==> src/rtl/mult_issue_ctrl.sv <==
// Issue/capture controller around the combinational Booth multiplier in EX.
// Optional `define MULT_FLUSH_EN adds a flush input that abandons the in-flight operation.
module mult_issue_ctrl #(
  parameter int WIDTH   = 32,
  parameter int LATENCY = 2,
  parameter int TAG_W   = 5
) (
  input  logic             clk,
  input  logic             reset,
`ifdef MULT_FLUSH_EN
  input  logic             flush,
`endif
  input  logic             req_valid,
  output logic             req_ready,
  input  logic [WIDTH-1:0] req_a,
  input  logic [WIDTH-1:0] req_b,
  input  logic             req_sign,
  input  logic [TAG_W-1:0] req_rd,
  output logic [WIDTH-1:0] mul_a,
  output logic [WIDTH-1:0] mul_b,
  output logic             mul_sign,
  input  logic [WIDTH-1:0] mul_p,
  output logic             resp_valid,
  input  logic             resp_ready,
  output logic [WIDTH-1:0] resp_p,
  output logic [TAG_W-1:0] resp_rd,
  output logic             busy
);

  typedef enum logic [1:0] {
    IDLE,
    WAIT,
    CAPT,
    DONE
  } state_t;

  state_t           state;
  logic [3:0]       count;
  logic [TAG_W-1:0] tag;
  logic             flush_act;
  logic             accept;

`ifdef MULT_FLUSH_EN
  assign flush_act = flush;
`else
  assign flush_act = 1'b0;
`endif

  // NOTE: every output of this block gets a default before the case, so no latch is inferred.
  always_comb begin
    req_ready = 1'b0;
    busy      = 1'b1;
    unique case (state)
      IDLE: begin
        req_ready = !flush_act;
        busy      = 1'b0;
      end
      // Retire and accept share one edge, so a new request costs no bubble.
      DONE:    req_ready = resp_ready && !flush_act;
      default: ;
    endcase
  end

  assign accept = req_valid && req_ready;

  // NOTE: state is updated with non-blocking assignments so every register samples pre-edge values.
  always_ff @(posedge clk) begin
    if (reset) begin
      state      <= IDLE;
      count      <= '0;
      tag        <= '0;
      mul_a      <= '0;
      mul_b      <= '0;
      mul_sign   <= 1'b0;
      resp_valid <= 1'b0;
      resp_p     <= '0;
      resp_rd    <= '0;
    end else if (flush_act && state != IDLE) begin
      // Operands stay on the multiplier; only the result is dropped.
      state      <= IDLE;
      count      <= '0;
      resp_valid <= 1'b0;
    end else begin
      unique case (state)
        IDLE, DONE: begin
          if (state == DONE && resp_ready) begin
            resp_valid <= 1'b0;
            state      <= IDLE;
          end
          if (accept) begin
            mul_a    <= req_a;
            mul_b    <= req_b;
            mul_sign <= req_sign;
            tag      <= req_rd;
            if (LATENCY == 1) begin
              state <= CAPT;
            end else begin
              state <= WAIT;
              count <= 4'(LATENCY - 2);
            end
          end
        end
        WAIT: begin
          if (count == '0) state <= CAPT;
          else             count <= count - 4'd1;
        end
        CAPT: begin
          resp_p     <= mul_p;
          resp_rd    <= tag;
          resp_valid <= 1'b1;
          state      <= DONE;
        end
        default: state <= IDLE;
      endcase
    end
  end

endmodule

==> config.mk <==
export PLATFORM = sky130hd
export DESIGN_NAME = mult_issue_ctrl
export DESIGN_NICKNAME = d
export VERILOG_FILES = /design/src/rtl/mult_issue_ctrl.sv
export SDC_FILE = /design/constraint.sdc
export NUM_CORES = 1
export LEC_CHECK = 0
export BUFFER_PORTS_ARGS = -buffer_cell sky130_fd_sc_hd__buf_4
export CORE_ASPECT_RATIO = 1.5
export CORE_MARGIN = 2
export CORE_UTILIZATION = 30
export CTS_CLUSTER_DIAMETER = 200
export DETAILED_ROUTE_END_ITERATION = 7
export PLACE_DENSITY_LB_ADDON = 0.1
export SYNTH_ARGS = -nofsm -noshare
export SYNTH_HDL_FRONTEND = slang
export SYNTH_SLANG_ARGS = --single-unit
==> constraint.sdc <==
create_clock -name clk -period 3.8 [get_ports clk]
set_input_delay 0.19 -clock clk [delete_from_list [all_inputs] [get_ports clk]]
set_output_delay 0.19 -clock clk [all_outputs]
set_load 0.02 [all_outputs]
After elaboration in Yosys (flattened, before gate mapping)
Cells that the tools add are included.
Operators by class
  equal/unequal tests: 8
  reduce and logical (&&, ||, !) cells: 11
  mux-type cells: 11
  $add $sub $neg: 1
Operators by type and width (count)
  two-way mux 4 bit: 2
  inequality test 2 bit (second input constant): 4
  case mux 4 bit (2 select lines): 1
  two-way mux 2 bit: 3
  case mux 2 bit (3 select lines): 1
  AND reduction 2 bit: 3
  equality test 2 bit (second input constant): 2
  zero test 4 bit: 1
  case mux 1 bit (2 select lines): 2
  nonzero test 2 bit: 2
  subtractor 4 x 1 -> 4 bit (second input constant): 1
  inequality test 3 bit (second input constant): 1
  AND reduction 3 bit: 1
  equality test 2 x 1 -> 1 bit (second input constant): 1
  logical AND 1 bit: 2
  zero test 2 bit: 1
  two-way mux 1 bit: 2
  OR reduction 2 bit: 1
Storage, ports and cells
  output and inout port bits: 105
  bits of input ports: 106
  word-level logic and storage cells: 40
  bits in registers: 114

Logic depth before layout (Yosys ltp)
Gate-level depths: netlist (run 1).
  word-level depth: 5
  depth in mapped cells: 8

Worst setup path before layout (run 1)
OpenSTA, ideal clock, no wires.
  path type: register to register
  from: register state[0]
  to: register mul_b[17]
  buffers on the path: 2
  stages on the path, launching flop included: 9
  arrival: 1.592 ns
  setup slack: 2.137 ns
  clock period less this slack: 1.663 ns
  library setup time: 0.071 ns
  cell sequence: dfxtp_1 > inv_1 > ha_1 > nor2b_1 > and2_1 > clkbuf_1 > buf_2 > nand2_1 > a21oi_1
Between the ends
  cells in the longest elaborated chain, start to end: 4
  elaborated cells on any way between the ends: 6
RTL lines
  start, declared: line 37  | state_t state;
  start signal, assigned: line 69  | state <= IDLE;
  start signal, assigned: line 80  | state <= IDLE;
  start signal, assigned: line 88  | state <= IDLE;
  equality test 2 bit or zero test 2 bit (tied branches): line 53, 84
  case mux 1 bit (2 select lines): line 53  | unique case (state)
  logical AND 1 bit: line 64  | assign accept = req_valid && req_ready;
  AND reduction 2 bit (no source line) (*)
  end signal, assigned: line 92  | mul_b <= req_b;
  end, declared: line 20  | output logic [WIDTH-1:0] mul_b,
Every way passes the cells marked *; elsewhere a longest branch is shown, timed or not.
A chain may end at the register's enable or synchronous reset.

Final worst setup path (run 1)
  from: register state[0]
  to: register mul_a[24]
Between the ends
  cells in the longest elaborated chain, start to end: 4
  elaborated cells on any way between the ends: 6
RTL lines
  equality test 2 bit or zero test 2 bit (tied branches): line 53, 84
  case mux 1 bit (2 select lines): line 53
  logical AND 1 bit: line 64
  AND reduction 2 bit (no source line) (*)
  end signal, assigned: line 91  | mul_a <= req_a;
  end, declared: line 19  | output logic [WIDTH-1:0] mul_a,
Marked as above.

==> results.json, run 1 <==
{
  "setup_viol": 0,
  "grt_max_degree": 115,
  "syn_to_final_growth_pct": 56.0,
  "synthCells": 481,
  "r2r_slack_ns": 1.35,
  "antennaDiodeCount": 0,
  "vdd_ir_drop_max_v": 0.000344,
  "grt_pass1_vias": 3717,
  "gp_congestion": 0.780,
  "p_leak_uw": 0.00286,
  "n_fill_cell": 1334,
  "ant_nets": 0,
  "track_usage_pct": 15.6,
  "syn-cell-area_um2": 4140,
  "ys_types": 26,
  "die_h_um": 148,
  "drv_slew": 0,
  "ys_async_sr_fraction_pct": 0,
  "route.detailed.drc": 0,
  "final_nets": 792,
  "slew_headroom_pct": 18.1,
  "start_kind": "flop",
  "drive_above_1_share_pct": 35.6,
  "std_cell_rows": 52,
  "crit_path_end_kind": "flop",
  "firstDrtPassIters": 4,
  "cts.htree.levels": 4,
  "period_minus_slack_ns": 2.45,
  "ff2ff_path_depth": 7,
  "hold_path.class": "input pin to flop",
  "clockBufferDepth": 2,
  "rsz0062_at_grt": "no",
  "gr-total-overflow": 0,
  "ys_seq_area_share_pct": 55.2,
  "power_density_nw_per_um2": 778,
  "status": "finished, final reports clean",
  "required_ns": 4.12,
  "cp-startpoint": "state[0]$_SDFFE_PP0P_",
  "portBuffers": 210,
  "viasPerCell": 4.58,
  "crit_type": "flop to flop",
  "cts-buffers-inserted": 17,
  "synth_edf_count": 0,
  "syn_area_per_cell_um2": 8.60,
  "antenna_found_initial": 0,
  "start_util_pct": 30.7,
  "cts.sinks": 114,
  "power.total_uw": 5020,
  "routed_wl_um": 11700,
  "die_w_um": 99.9,
  "holdBufCountCts": 0,
  "synthFlopType": "dfxtp_1",
  "hold_viol_final": 0,
  "critical_path_arrival_ns": 2.77,
  "dp_hpwl_um": 7980,
  "worst_slew_pin_slew_ns": 1.23,
  "post_cts_resized": 0,
  "cts_setup_buffers": 0,
  "core-area_um2": 13500,
  "grt_pass1_wl_um": 18200,
  "clk_pin_slew_ns": 0.06,
  "fin_skew_ns": 0.00842,
  "vias": 3916,
  "crit_end": "mul_a[24]$_SDFFE_PP0P_",
  "cts_tree": "done",
  "cp_max_fo": 34,
  "drt-wirelength-per-cell_um": 13.6,
  "cap_violations": 0,
  "fin_crit_sh_pct": 64.4,
  "die-area_um2": 14800,
  "first_iter_violations": 122,
  "synth_nets": 593,
  "worstReg2RegEnd": "mul_a[24]$_SDFFE_PP0P_",
  "clkLatencyLatePin_ns": 0.41,
  "fmax_mhz": 409,
  "r2r-start": "state[0]$_SDFFE_PP0P_",
  "clockRootBuffer": "clkbuf_16",
  "synth_seq_cells": 114,
  "ioPinCount": 211,
  "fin_setup_tns_ns": 0,
  "yosys_warnings": 0
}
-- stage by stage --
stage / hold slack [ns] / setup slack (ns) / instances / area, um^2 / util (%)
2_1_floorplan: 0.326 / 2.14 / 481 / 4140 / -
5_1_grt: 0.00832 / 1.08 / 855 / 6450 / 47.9
4_1_cts: 0.000919 / 1.33 / 855 / 6450 / 47.9
3_3_place_gp: 0.423 / 1.42 / 823 / 5810 / 43.1
3_5_place_dp: 0.434 / 1.34 / 823 / 5810 / 43.1
6_report: 0.0178 / 1.35 / 855 / 6450 / 47.9
-- power by group --
part,internal [uW],switching (uW),total (uW),leakage (uW)
Sequential,1440,126,1560,0.000931
Combinational,701,1050,1750,0.00162
Clock,1170,540,1710,0.000307
-- routing by layer --
layer | vias to the layer above | share of wire, % | track usage, %
li1 | 1979 | - | -
met2 | 156 | 48 | 25.6
met1 | 1766 | 42 | 18.1
met3 | 15 | 8.3 | 5.91
met4 | 0 | 1.7 | 6.37
met5 | - | 0 | 0
-- state kept, by name, indices dropped and copies added, names as in the netlist --
register	flops
count	4
mul_a	32
resp_rd	5
resp_p	32
tag	5
resp_valid	1
mul_sign	1
state	2
mul_b	32
-- worst max-delay path: stages, from the launching register on --
cell and delay, ns:
dfxtp_1 0.38, inv_1 0.09, ha_1 0.39, nor2b_1 0.23, and2_2 0.60, buf_4 0.42, nand2_1 0.10, a21oi_1 0.13
-- cells by family (layout without fill, tap and decap cells) --
logic type / after synthesis / in the layout / share of synthesized area [%]
fa+ha+maj: 6 / 6 / 1.82
flops: 114 / 114 / 55.2
buf+inv: 40 / 252 / 3.96
compound gates: 91 / 91 / 11.7
mux: 37 / 37 / 8.96
simple gates: 193 / 193 / 18.4
-- cell usage after synthesis, types with 2 or more instances --
library cell | n | area [um^2]
nor2b_1 | 2 | 12.5
a21oi_1 | 77 | 385
ha_1 | 6 | 75.1
dfxtp_1 | 114 | 2280
mux2i_1 | 37 | 370
buf_2 | 11 | 55.1
nand2_1 | 143 | 537
nor2_1 | 40 | 150
or4_1 | 4 | 30.0
inv_1 | 6 | 22.5
clkbuf_1 | 22 | 82.6
a31oi_1 | 2 | 12.5
o21ai_0 | 4 | 20.0
-- layout make-up --
type	instances	area, um^2	area share (%)
clock buffer	24	492	7.62
clock inverter	8	149	2.31
inverter	6	22.5	0.349
multi-input combinational	327	1700	26.3
sequential	114	2280	35.4
tap	162	203	3.14
timing repair buffer	214	1610	24.9
-- how the worst min path moves through the flow --
stage | start | cells past startpoint | end | slack, ns
final | mul_p[14] | 3 | resp_p[14]$_SDFFE_PP0P_ | 0.02
after global routing | mul_p[31] | 3 | resp_p[31]$_SDFFE_PP0P_ | 0.008
after CTS | mul_p[14] | 3 | resp_p[14]$_SDFFE_PP0P_ | 0.0009
after detailed placement | mul_p[0] | 3 | resp_p[0]$_SDFFE_PP0P_ | 0.43
after global placement | mul_p[0] | 3 | resp_p[0]$_SDFFE_PP0P_ | 0.42
after floorplan | req_rd[0] | 2 | tag[0]$_SDFFE_PP0P_ | 0.33
-- cells in the final DEF (no fill, tap or decap), types with 5 or more instances in the layout --
cell type | Yosys | final
dfxtp_1 | 114 | 114
inv_1 | 6 | 6
mux2i_1 | 37 | 37
nand2_1 | 143 | 142
nor2_1 | 40 | 40
buf_4 | 0 | 214
a21oi_1 | 77 | 77
clkbuf_16 | 0 | 17
ha_1 | 6 | 5
Power figures use the tool's default switching activity.
==> run 2: changes to the inputs <==
==> constraint.sdc (replaced) <==
create_clock -name clk -period 2.35 [get_ports clk]
set_input_delay 0.1175 -clock clk [delete_from_list [all_inputs] [get_ports clk]]
set_output_delay 0.1175 -clock clk [all_outputs]
set_load 0.02 [all_outputs]
==> results.json, run 2 (synthesized netlist as in run 1, its figures left out) <==
{
  "die_w_um": 99.9,
  "power_density_nw_per_um2": 1120,
  "std_cell_rows": 52,
  "crit_slowest_cell": "dfxtp_1",
  "setup_ws_ns": 0.486,
  "power.internal_uw": 5570,
  "period_minus_slack_ns": 1.86,
  "routed_wl_um": 12700,
  "clockRootBuffer": "clkbuf_16",
  "critical_path_arrival_ns": 2.19,
  "gr-total-overflow": 0,
  "clockBufferDepth": 2,
  "gp_congestion": 0.740,
  "cap_violations": 0,
  "fin_crit_sh_pct": 79.3,
  "antennaDiodeCount": 0,
  "drt-wirelength-per-cell_um": 13.2,
  "crit_chain": "inv_1 > ha_1 > nor2b_1 > and2_2 > buf_4 > nand2_1 > a21oi_1",
  "postLayoutCoreUtil_pct": 56.0,
  "rsz0062_at_grt": "no",
  "slew_headroom_pct": 62.8,
  "dp_hpwl_um": 7850,
  "p_leak_uw": 0.00332,
  "power_frac_comb_pct": 36.3,
  "crit_type": "flop to flop",
  "cp_max_fo": 21,
  "clkLatencyLatePin_ns": 0.40,
  "hold_viol_final": 0,
  "grt_pass1_vias": 4227,
  "grt_pass1_wl_um": 20200,
  "switching_share_pct": 33.9,
  "firstDrtPassIters": 4,
  "cts.htree.levels": 4,
  "cts.sinks": 114,
  "start_kind": "flop",
  "cts-buffers-inserted": 17,
  "start_util_pct": 30.7,
  "clk_pin_slew_ns": 0.05,
  "max_stage_delay_ns": 0.39,
  "cts_setup_buffers": 0,
  "dp_slack_ns": 0.495,
  "p_sw_uw": 2850,
  "pwr-share-seq_pct": 30.0,
  "fmax_mhz": 537,
  "viasPerCell": 4.51,
  "fin_setup_tns_ns": 0,
  "hold_path.class": "input pin to flop",
  "ant_nets": 0,
  "path_buf_inv": 2,
  "reg_top3": "mul_a: 32 flops, mul_b: 32 flops, resp_p: 32 flops",
  "first_iter_violations": 118,
  "drv_slew": 0,
  "vdd_ir_drop_max_v": 0.000679,
  "core-area_um2": 13500,
  "track_usage_pct": 17.0,
  "status": "finished, final reports clean",
  "cts_tree": "done",
  "layout_commonest_cell": "buf_4",
  "ioPinCount": 211,
  "setup_viol": 0,
  "drive_above_1_share_pct": 31.5,
  "grt_max_degree": 115,
  "syn_to_final_growth_pct": 82.5,
  "die_h_um": 148,
  "crit_path_end_kind": "flop",
  "vias": 4323,
  "final_nets": 895,
  "fin_skew_ns": 0.00648,
  "route.detailed.drc": 0,
  "portBuffers": 210,
  "critPathTopFamily": "simple AND/OR/NAND/NOR gates",
  "clock_power_share_pct": 33.6,
  "holdWs_ns": 0.107,
  "die-area_um2": 14800,
  "required_ns": 2.68,
  "layout_common_cells": "buf_4 (211), nand2_1 (142), dfxtp_1 (114)",
  "post_cts_resized": 0,
  "antenna_found_initial": 0,
  "worst_slew_pin_slew_ns": 0.559
}
run 2: cell count changes in the layout (fill, tap and decap cells not counted):
cell | previous run | this run
clkbuf_8 | 4 | 2
clkinv_4 | 1 | 2
inv_6 | 0 | 1
clkbuf_1 | 3 | 0
bufinv_16 | 4 | 5
dlygate4sd3_1 | 0 | 102
clkinv_2 | 1 | 3
buf_12 | 0 | 4
buf_4 | 214 | 211
run 2: what timing repair did:
item	4_1_cts	5_1_grt
endpoints found under the setup margin	0	0
hold endpoints to repair	102	0
hold buffers	102	0
run 2: final cells by class:
type,instances,area (um^2)
fill,1187,5920
clock inverter,13,206
tap,162,203
multi-input combinational,327,1700
timing repair buffer,317,2690
inverter,6,22.5
sequential,114,2280
clock buffer,19,453
run 2: worst reg2reg max path, stage by stage, from the launching register on:
cell and delay [ns]:
dfxtp_1 0.39, inv_1 0.09, ha_1 0.39, nor2b_1 0.23, and2_2 0.22, buf_4 0.26, nand2_1 0.10, a21oi_1 0.13
run 2: power groups by stage:
stage | Clock, uW | Sequential, uW | Combinational, uW
final | 2830 | 2530 | 3060
after global routing | 3000 | 2580 | 3360
after CTS | 2910 | 2530 | 3090
after detailed placement | 0 | 2560 | 2950
after global placement | 0 | 2550 | 2900
after floorplan | 0 | 2960 | 1410
run 2: final timing paths:
path                               from                      end  slack, ns  depth (start not counted)
setup / recovery  state[0]$_SDFFE_PP0P_   mul_a[19]$_SDFFE_PP0P_       0.49                          7
hold reg to reg   mul_a[9]$_SDFFE_PP0P_    mul_a[9]$_SDFFE_PP0P_       0.45                          2
setup reg to reg  state[0]$_SDFFE_PP0P_   mul_a[19]$_SDFFE_PP0P_       0.49                          7
hold / removal               resp_ready  resp_valid$_SDFFE_PP0P_       0.11                          3
run 2: metrics by stage:
| stage | total power (uW) | instances | cell area, um^2 |
|---|---|---|---|
| after global routing | 8930 | 958 | 7550 |
| final | 8420 | 958 | 7550 |
| after detailed placement | 5510 | 824 | 5870 |
| after CTS | 8530 | 958 | 7550 |
| after global placement | 5450 | 824 | 5870 |
| after floorplan | 4370 | 481 | 4140 |
run 2: metal layers:
layer / track usage (%) / vias to the layer above / routed length, um / share of wire (%)
li1: - / 2187 / - / -
met1: 19.4 / 1967 / 5320 / 42
met2: 29.3 / 152 / 6270 / 49
met3: 5.82 / 17 / 879 / 6.9
met4: 5.82 / 0 / 214 / 1.7
met5: 0 / - / 0 / 0
